===== src/rtl/mem_port_arbiter.sv =====
// Two-requester arbiter for the single MemUnit access port: round-robin with a
// bounded burst for the current owner, registered read responses per requester.
module mem_port_arbiter #(
  parameter int unsigned BURST_MAX = 4
) (
  input  logic        _clk,
  input  logic        _reset,
  input  logic        _a_req,
  input  logic        _a_we,
  input  logic [31:0] _a_vptr,
  input  logic [31:0] _a_sw_data,
  output logic        a_gnt_,
  output logic        a_rsp_valid_,
  output logic [31:0] a_lw_data_,
  input  logic        _b_req,
  input  logic        _b_we,
  input  logic [31:0] _b_vptr,
  input  logic [31:0] _b_sw_data,
  output logic        b_gnt_,
  output logic        b_rsp_valid_,
  output logic [31:0] b_lw_data_,
  output logic        mem_we_,
  output logic [31:0] mem_vptr_,
  output logic [31:0] mem_sw_data_,
  input  logic [31:0] _mem_lw_data,
  input  logic        _en_trace
);

  // state | meaning
  // OWN_A | load/store stage holds the port (or held it last)
  // OWN_B | loader/debug path holds the port (or held it last)
  typedef enum logic {
    OWN_A = 1'b0,
    OWN_B = 1'b1
  } owner_t;

  localparam logic [3:0] BURST_LIM = 4'(BURST_MAX);

  owner_t      owner;
  logic [3:0]  burst_cnt;
  logic        rsp_valid_a, rsp_valid_b;
  logic [31:0] rsp_data_a, rsp_data_b;
  logic        grant_a, grant_b;
  logic        owner_wins;

  // Grant logging is a simulation-only activity; the hardware ignores the enable.
  logic unused_en_trace;
  assign unused_en_trace = _en_trace;

  assign owner_wins = (burst_cnt < BURST_LIM);

  // Grants are forced low while reset is high so no write can slip through.
  always_comb begin
    grant_a = 1'b0;
    grant_b = 1'b0;
    if (!_reset) begin
      if (_a_req && !_b_req) begin
        grant_a = 1'b1;
      end else if (_b_req && !_a_req) begin
        grant_b = 1'b1;
      end else if (_a_req && _b_req) begin
        grant_a = ((owner == OWN_A) == owner_wins);
        grant_b = !grant_a;
      end
    end
  end

  always_comb begin
    mem_we_      = 1'b0;
    mem_vptr_    = 32'h0;
    mem_sw_data_ = 32'h0;
    if (grant_a) begin
      mem_we_      = _a_we;
      mem_vptr_    = _a_vptr;
      mem_sw_data_ = _a_sw_data;
    end else if (grant_b) begin
      mem_we_      = _b_we;
      mem_vptr_    = _b_vptr;
      mem_sw_data_ = _b_sw_data;
    end
  end

  assign a_gnt_       = grant_a;
  assign b_gnt_       = grant_b;
  assign a_rsp_valid_ = rsp_valid_a;
  assign b_rsp_valid_ = rsp_valid_b;
  assign a_lw_data_   = rsp_data_a;
  assign b_lw_data_   = rsp_data_b;

  always_ff @(posedge _clk or posedge _reset) begin
    if (_reset) begin
      owner       <= OWN_A;
      burst_cnt   <= 4'd0;
      rsp_valid_a <= 1'b0;
      rsp_valid_b <= 1'b0;
      rsp_data_a  <= 32'h0;
      rsp_data_b  <= 32'h0;
    end else begin
      if (grant_a || grant_b) begin
        // The winner always ends up as owner; only the counter differs.
        if ((grant_a && owner == OWN_A) || (grant_b && owner == OWN_B)) begin
          burst_cnt <= (burst_cnt == 4'hF) ? 4'hF : burst_cnt + 4'd1;
        end else begin
          burst_cnt <= 4'd1;
        end
        owner <= grant_b ? OWN_B : OWN_A;
      end else begin
        burst_cnt <= 4'd0;
      end

      rsp_valid_a <= grant_a && !_a_we;
      rsp_valid_b <= grant_b && !_b_we;
      if (grant_a && !_a_we) rsp_data_a <= _mem_lw_data;
      if (grant_b && !_b_we) rsp_data_b <= _mem_lw_data;
    end
  end

endmodule

===== config.mk =====
export PLATFORM = sky130hd
export DESIGN_NAME = mem_port_arbiter
export DESIGN_NICKNAME = d
export VERILOG_FILES = /design/src/rtl/mem_port_arbiter.sv
export SDC_FILE = /design/constraint.sdc
export NUM_CORES = 1
export LEC_CHECK = 0
export CELL_PAD_IN_SITES_DETAIL_PLACEMENT = 1
export CELL_PAD_IN_SITES_GLOBAL_PLACEMENT = 1
export CORE_ASPECT_RATIO = 0.9
export CORE_UTILIZATION = 24
export DETAILED_ROUTE_END_ITERATION = 8
export GPL_ROUTABILITY_DRIVEN = 0
export PLACE_DENSITY = 0.93
export SYNTH_ARGS = -nofsm -noshare
export SYNTH_HDL_FRONTEND = slang
export SYNTH_SLANG_ARGS = --single-unit

===== constraint.sdc =====
create_clock -name _clk -period 14.75 [get_ports _clk]
set_clock_uncertainty 0.2 [all_clocks]
set_input_delay 3.6875 -clock _clk [delete_from_list [all_inputs] [get_ports _clk]]
set_output_delay 3.6875 -clock _clk [all_outputs]
set_load 0.005 [all_outputs]

Yosys cells after proc, flatten, opt, wreduce, memory -nomap -nowiden
Cells that the tools add are included.
- $add $sub $neg: 1
- multiply operators: 0
- divide/modulo/power cells: 0
- $lt $le $gt $ge: 1
- eq/ne operators: 2
- shift operators: 0
- mux-type cells: 18
- bitwise gates (word level): 1
- reductions and logical operators: 14
- operators by type and width (operator ; count):
    two-way mux 32 bit ; 4
    two-way mux 4 bit ; 3
    two-way mux 1 bit ; 11
    logical AND 1 bit ; 7
    zero test 1 bit ; 5
    adder 4 x 1 -> 4 bit (second input constant) ; 1
    == test 4 bit (second input constant) ; 1
    < comparator 4 x 3 -> 1 bit (second input constant) ; 1
    logical OR 1 bit ; 2
    == test 1 bit ; 1
    NOT 1 bit ; 1
- register bits: 71
- bits in latches: 0
- memory bits (writable): 0
- ROM bits: 0
- output and inout port bits: 133
- memories: 0

Depth between registers and ports, before layout
- depth in word-level cells: 11
- gate-level depth with buffers: 7
- gate-level depth less buffers: 4

Worst setup path before layout
OpenSTA, ideal clock, no wires.
- path kind: input -> output
- start point: in _reset
- end point: out mem_sw_data_[0]
- arrival time: 6.190 ns
- required time: 10.862 ns
- setup slack: 4.673 ns
- stages: 5
- cell sequence: inv_1 and4_1 clkbuf_1 clkbuf_1 a22o_1
- cells in the longest elaborated chain, start to end: 3
- ends and longest elaborated chain (item ; RTL line ; source):
    start, declared ; 7 ; input logic _reset,
    two-way mux 1 bit ; 56 ; if (!_reset) begin
    two-way mux 32 bit ; 76 ; end else if (grant_b) begin
    two-way mux 32 bit * ; 72 ; if (grant_a) begin
    end, declared ; 24 ; output logic [31:0] mem_sw_data_,
Every way passes the cells marked *; elsewhere a longest branch is shown, timed or not.

Final worst setup path
- start point: in _reset
- end point: out mem_vptr_[31]
- cells in the longest elaborated chain, start to end: 3
- ends and longest elaborated chain (item ; RTL line ; source):
    two-way mux 1 bit ; 56 ;
    two-way mux 32 bit ; 76 ;
    two-way mux 32 bit * ; 72 ;
    end, declared ; 23 ; output logic [31:0] mem_vptr_,
Marks and branches as above.

==> key figures <==
Setup path
  • CP most frequent cell: clkdlybuf4s50_1
  • Top delay family on crit path: buffers and inverters
  • Worst path bufs/invs: 4
  • Sequence of cells on the critical path: clkdlybuf4s50_1, inv_2, buf_4, and4_2, a22o_1, clkdlybuf4s50_1
  • R2R Path Start: burst_cnt[2]$_DFF_PP0_
  • Startpoint types: primary input
  • Critical Path End Type: output port
  • Worst Reg2Reg Path Length in Cells: 4
  • Worst Path Max Fanout: 73
  • R2R Setup Slk: about 12 ns
  • CP peak stage delay: about 1.3 ns
  • CP arrival: 7.14 ns
  • Slowest stage cell, crit path: and4_2
  • Critical R2R Capture: a_lw_data_[0]$_DFFE_PP0P_
  • WS Path Type: primary input to output port
  • CP required: about 11 ns

Floorplanning
  • Total die area: 0.0149 mm^2
  • Die height: 116 um
  • Die Width: roughly 130 um
  • Rows: a little over 40
  • Initial Utilization: between 20% and 30%
  • I/O pin cnt: 300
  • Core box area: 0.0141 mm^2

Global routing
  • Met2 Resource Use GR: between 30% and 40%
  • Vias in the first global route: 3,768
  • First-pass GRT wire length: 21.1 mm
  • Total gr overflow: 0
  • GRT Resource Usage Total: between 10% and 20%
  • Gr busiest metal: met2
  • Global routing met1 resource utilization: about 19%
  • M3 GR Usage: under 10%
  • Initial antenna violation count: 0
  • Largest net degree at the start of global routing: between 70 and 80

Yosys
  • Most frequent cell after synthesis: dfrtp_1
  • Largest family of logic cells by synthesized area: multiplexers
  • Post-synthesis adder-cell area fraction: 0.362%
  • Post-synth top area share: roughly half
  • Synth area leaders: dfrtp_1 51%, a22o_1 16%, mux2_2 11%
  • Post-synthesis xor/xnor area fraction: 0%
  • Simple-Gate Fraction of Synth Area: 2.75%
  • Syn_nets: ~420
  • Leading register cell type out of synthesis: dfrtp_1
  • EDFF count, synth: 0
  • Unique cell type count in the Yosys netlist: 27
  • Ys Warns: 0
  • Multiplexer share of the synthesized area: 21.2%
  • FF+latch count, synth: 71
  • Top post-synthesis cells by count: 71 x dfrtp_1, 65 x a22o_1, 35 x mux2_2, 29 x mux2_1, 9 x buf_6
  • Complex-gate fraction of the synthesized area: 19.3%
  • Register area share after synthesis: between 50 and 60%
  • Post-Syn Area: 0.00345 mm^2
  • Gate Count Post-Synth: 250
  • Biggest area consumer among synthesized cells: dfrtp_1
  • Asr flop ratio synth: 100%
  • Post-synthesis area per instance: ~14 um^2

Clocking
  • Post-CTS sizing: 0
  • CTS root buf: clkbuf_16
  • Clk sinks: just over 70
  • Post-CTS setup buffer count: 0
  • Hold_buf cts: 0
  • Reg clk slew, reported paths: around 0.05 ns
  • Worst-Skew Late Latency: 0.32 ns
  • Num CTS Buffers: 9
  • CTS H-Tree Depth: 3
  • CTS tree: yes
  • Clock Path Buffers: 2

Placed design
  • Placement Cell Area: 0.00656 mm^2
  • I/O Buffers: about 300
  • Post-DP HPWL: between 10 and 15 mm

Detailed routing
  • Starting DRC count in detailed routing: around 150
  • Routed vias: around 3.4k
  • WL/cell: slightly below 20 um
  • Routed Antenna Nets: 0
  • DRC: 0
  • WL final: 14.6 mm
  • First drt pass iteration count: 4
  • Vias per inst: 4.63

Cells and area
  • # fillers: about 1.5k
  • Antenna diodes: 0
  • Share of cells above drive strength 1: 11.2%
  • Sequential cell area: between 0.0015 and 0.002 mm^2
  • Final nets: about 700
  • Multi-input combinational cell area: 0.00152 mm^2
  • Fin util: 48.8%
  • Area growth from synthesis to layout: 98.7%
  • Final instance area: slightly below 0.007 mm^2

STA
  • Final setup violation count: 0
  • RSZ-0062 raised after global routing: no
  • Tcrit/Tclk final: 74.8%
  • Max Slew Vio Count: 0
  • Worst-Margin Slew: between 1 and 1.5 ns
  • FMAX: between 90 and 100 MHz
  • Slew headroom: 15.1%
  • Setup tns final: 0 ns
  • Min Tclk post-route: roughly 11 ns
  • Final hold vios: 0

Min path
  • Worst Hold Path Cells: 1
  • Hold path startpoint: a_lw_data_[25]$_DFFE_PP0P_
  • Hold Path Class: flop to flop
  • Worst min-delay path endpoint: a_lw_data_[25]$_DFFE_PP0P_

Power
  • Pwr dens: around 110 mW/mm^2
  • VDD IR max: approximately 0.064 mV
  • Leakage power: around 2.8 nW

Job
  • Max Cap Viol: 0

Outcome
  • Status: finished clean
==> cell families (layout without fill, tap and decap cells) <==
| group | Yosys count | count (layout) |
|---|---|---|
| AO/OA/AOI/OAI | 76 | 76 |
| flip-flops | 71 | 71 |
| multiplexers | 65 | 65 |
| buffers and inverters | 25 | 321 |
| AND/OR/NAND/NOR | 12 | 12 |
| adder cells (fa/ha/maj) | 1 | 1 |
==> power breakdown <==
group	internal [mW]	leakage [nW]	total [mW]	switching, mW
combinational	0.181	1.76	0.262	0.0805
clock	0.132	0.147	0.214	0.0823
sequential	0.242	0.852	0.268	0.0261
==> per-stage QoR <==
stage | hold WS, ns | std cells | setup WS (ns) | total power [mW]
finish | 0.289 | 739 | 3.72 | 0.743
global route | 0.308 | 739 | 3.46 | 0.782
CTS | 0.293 | 739 | 3.66 | 0.756
detailed placement | 0.278 | 723 | 3.67 | 0.535
global placement | 0.267 | 723 | 3.79 | 0.520
floorplan | 0.283 | 250 | 4.67 | 0.343
==> cell usage in the layout, fill, tap and decap left out <==
cell and n:
a311oi_4 1, o211ai_1 1, clkinv_2 1, o21bai_1 1
o21ai_0 2, clkdlybuf4s50_1 298, nor3_1 1, ha_1 1
a31oi_1 2, bufinv_16 1, inv_2 2, mux2_1 29
o211a_1 2, clkbuf_16 9, mux2i_1 1, nand3_1 2
mux2_2 35, nand3_2 1, and4_2 1, or3_4 1
a22o_1 65, a31oi_4 1, nor3b_1 3, buf_4 3
a21boi_0 1, or4b_4 1, nand3b_1 1, clkinv_4 3
inv_6 1, dfrtp_1 71, inv_1 2, clkbuf_1 1
nand2b_1 1
==> routing by layer <==
layer	part of all wire (%)	wire, um	up-vias
met3	7.4	1070	12
li1	-	-	1551
met5	0	0	-
met1	35	5160	1725
met4	1.0	148	0
met2	56	8180	137
==> worst max path at each step <==
stage	start	endpoint	slack, ns	depth (start not counted)
6_report	_reset	mem_vptr_[31]	3.72	6
4_1_cts	_reset	mem_vptr_[28]	3.66	6
2_1_floorplan	_reset	mem_sw_data_[0]	4.67	5
3_3_place_gp	_reset	mem_vptr_[31]	3.79	6
5_1_grt	_reset	mem_vptr_[28]	3.46	6
3_5_place_dp	_reset	mem_vptr_[28]	3.67	6
==> state kept, by name, summed over array words and instances (netlist names) <==
name and cells:
a_lw_data_ 32, b_lw_data_ 32, b_rsp_valid_ 1, burst_cnt 4
owner 1, a_rsp_valid_ 1
==> layout make-up <==
cell class / count / area share (%)
multi-input cells: 154 / 22.2
repair buffers: 301 / 43.8
clock buffers: 10 / 3.34
well taps: 193 / 3.52
flip-flops and latches: 71 / 25.9
clock inverters: 6 / 1.02
inverters: 4 / 0.219
Note: power is estimated with default switching activity, not from simulation.
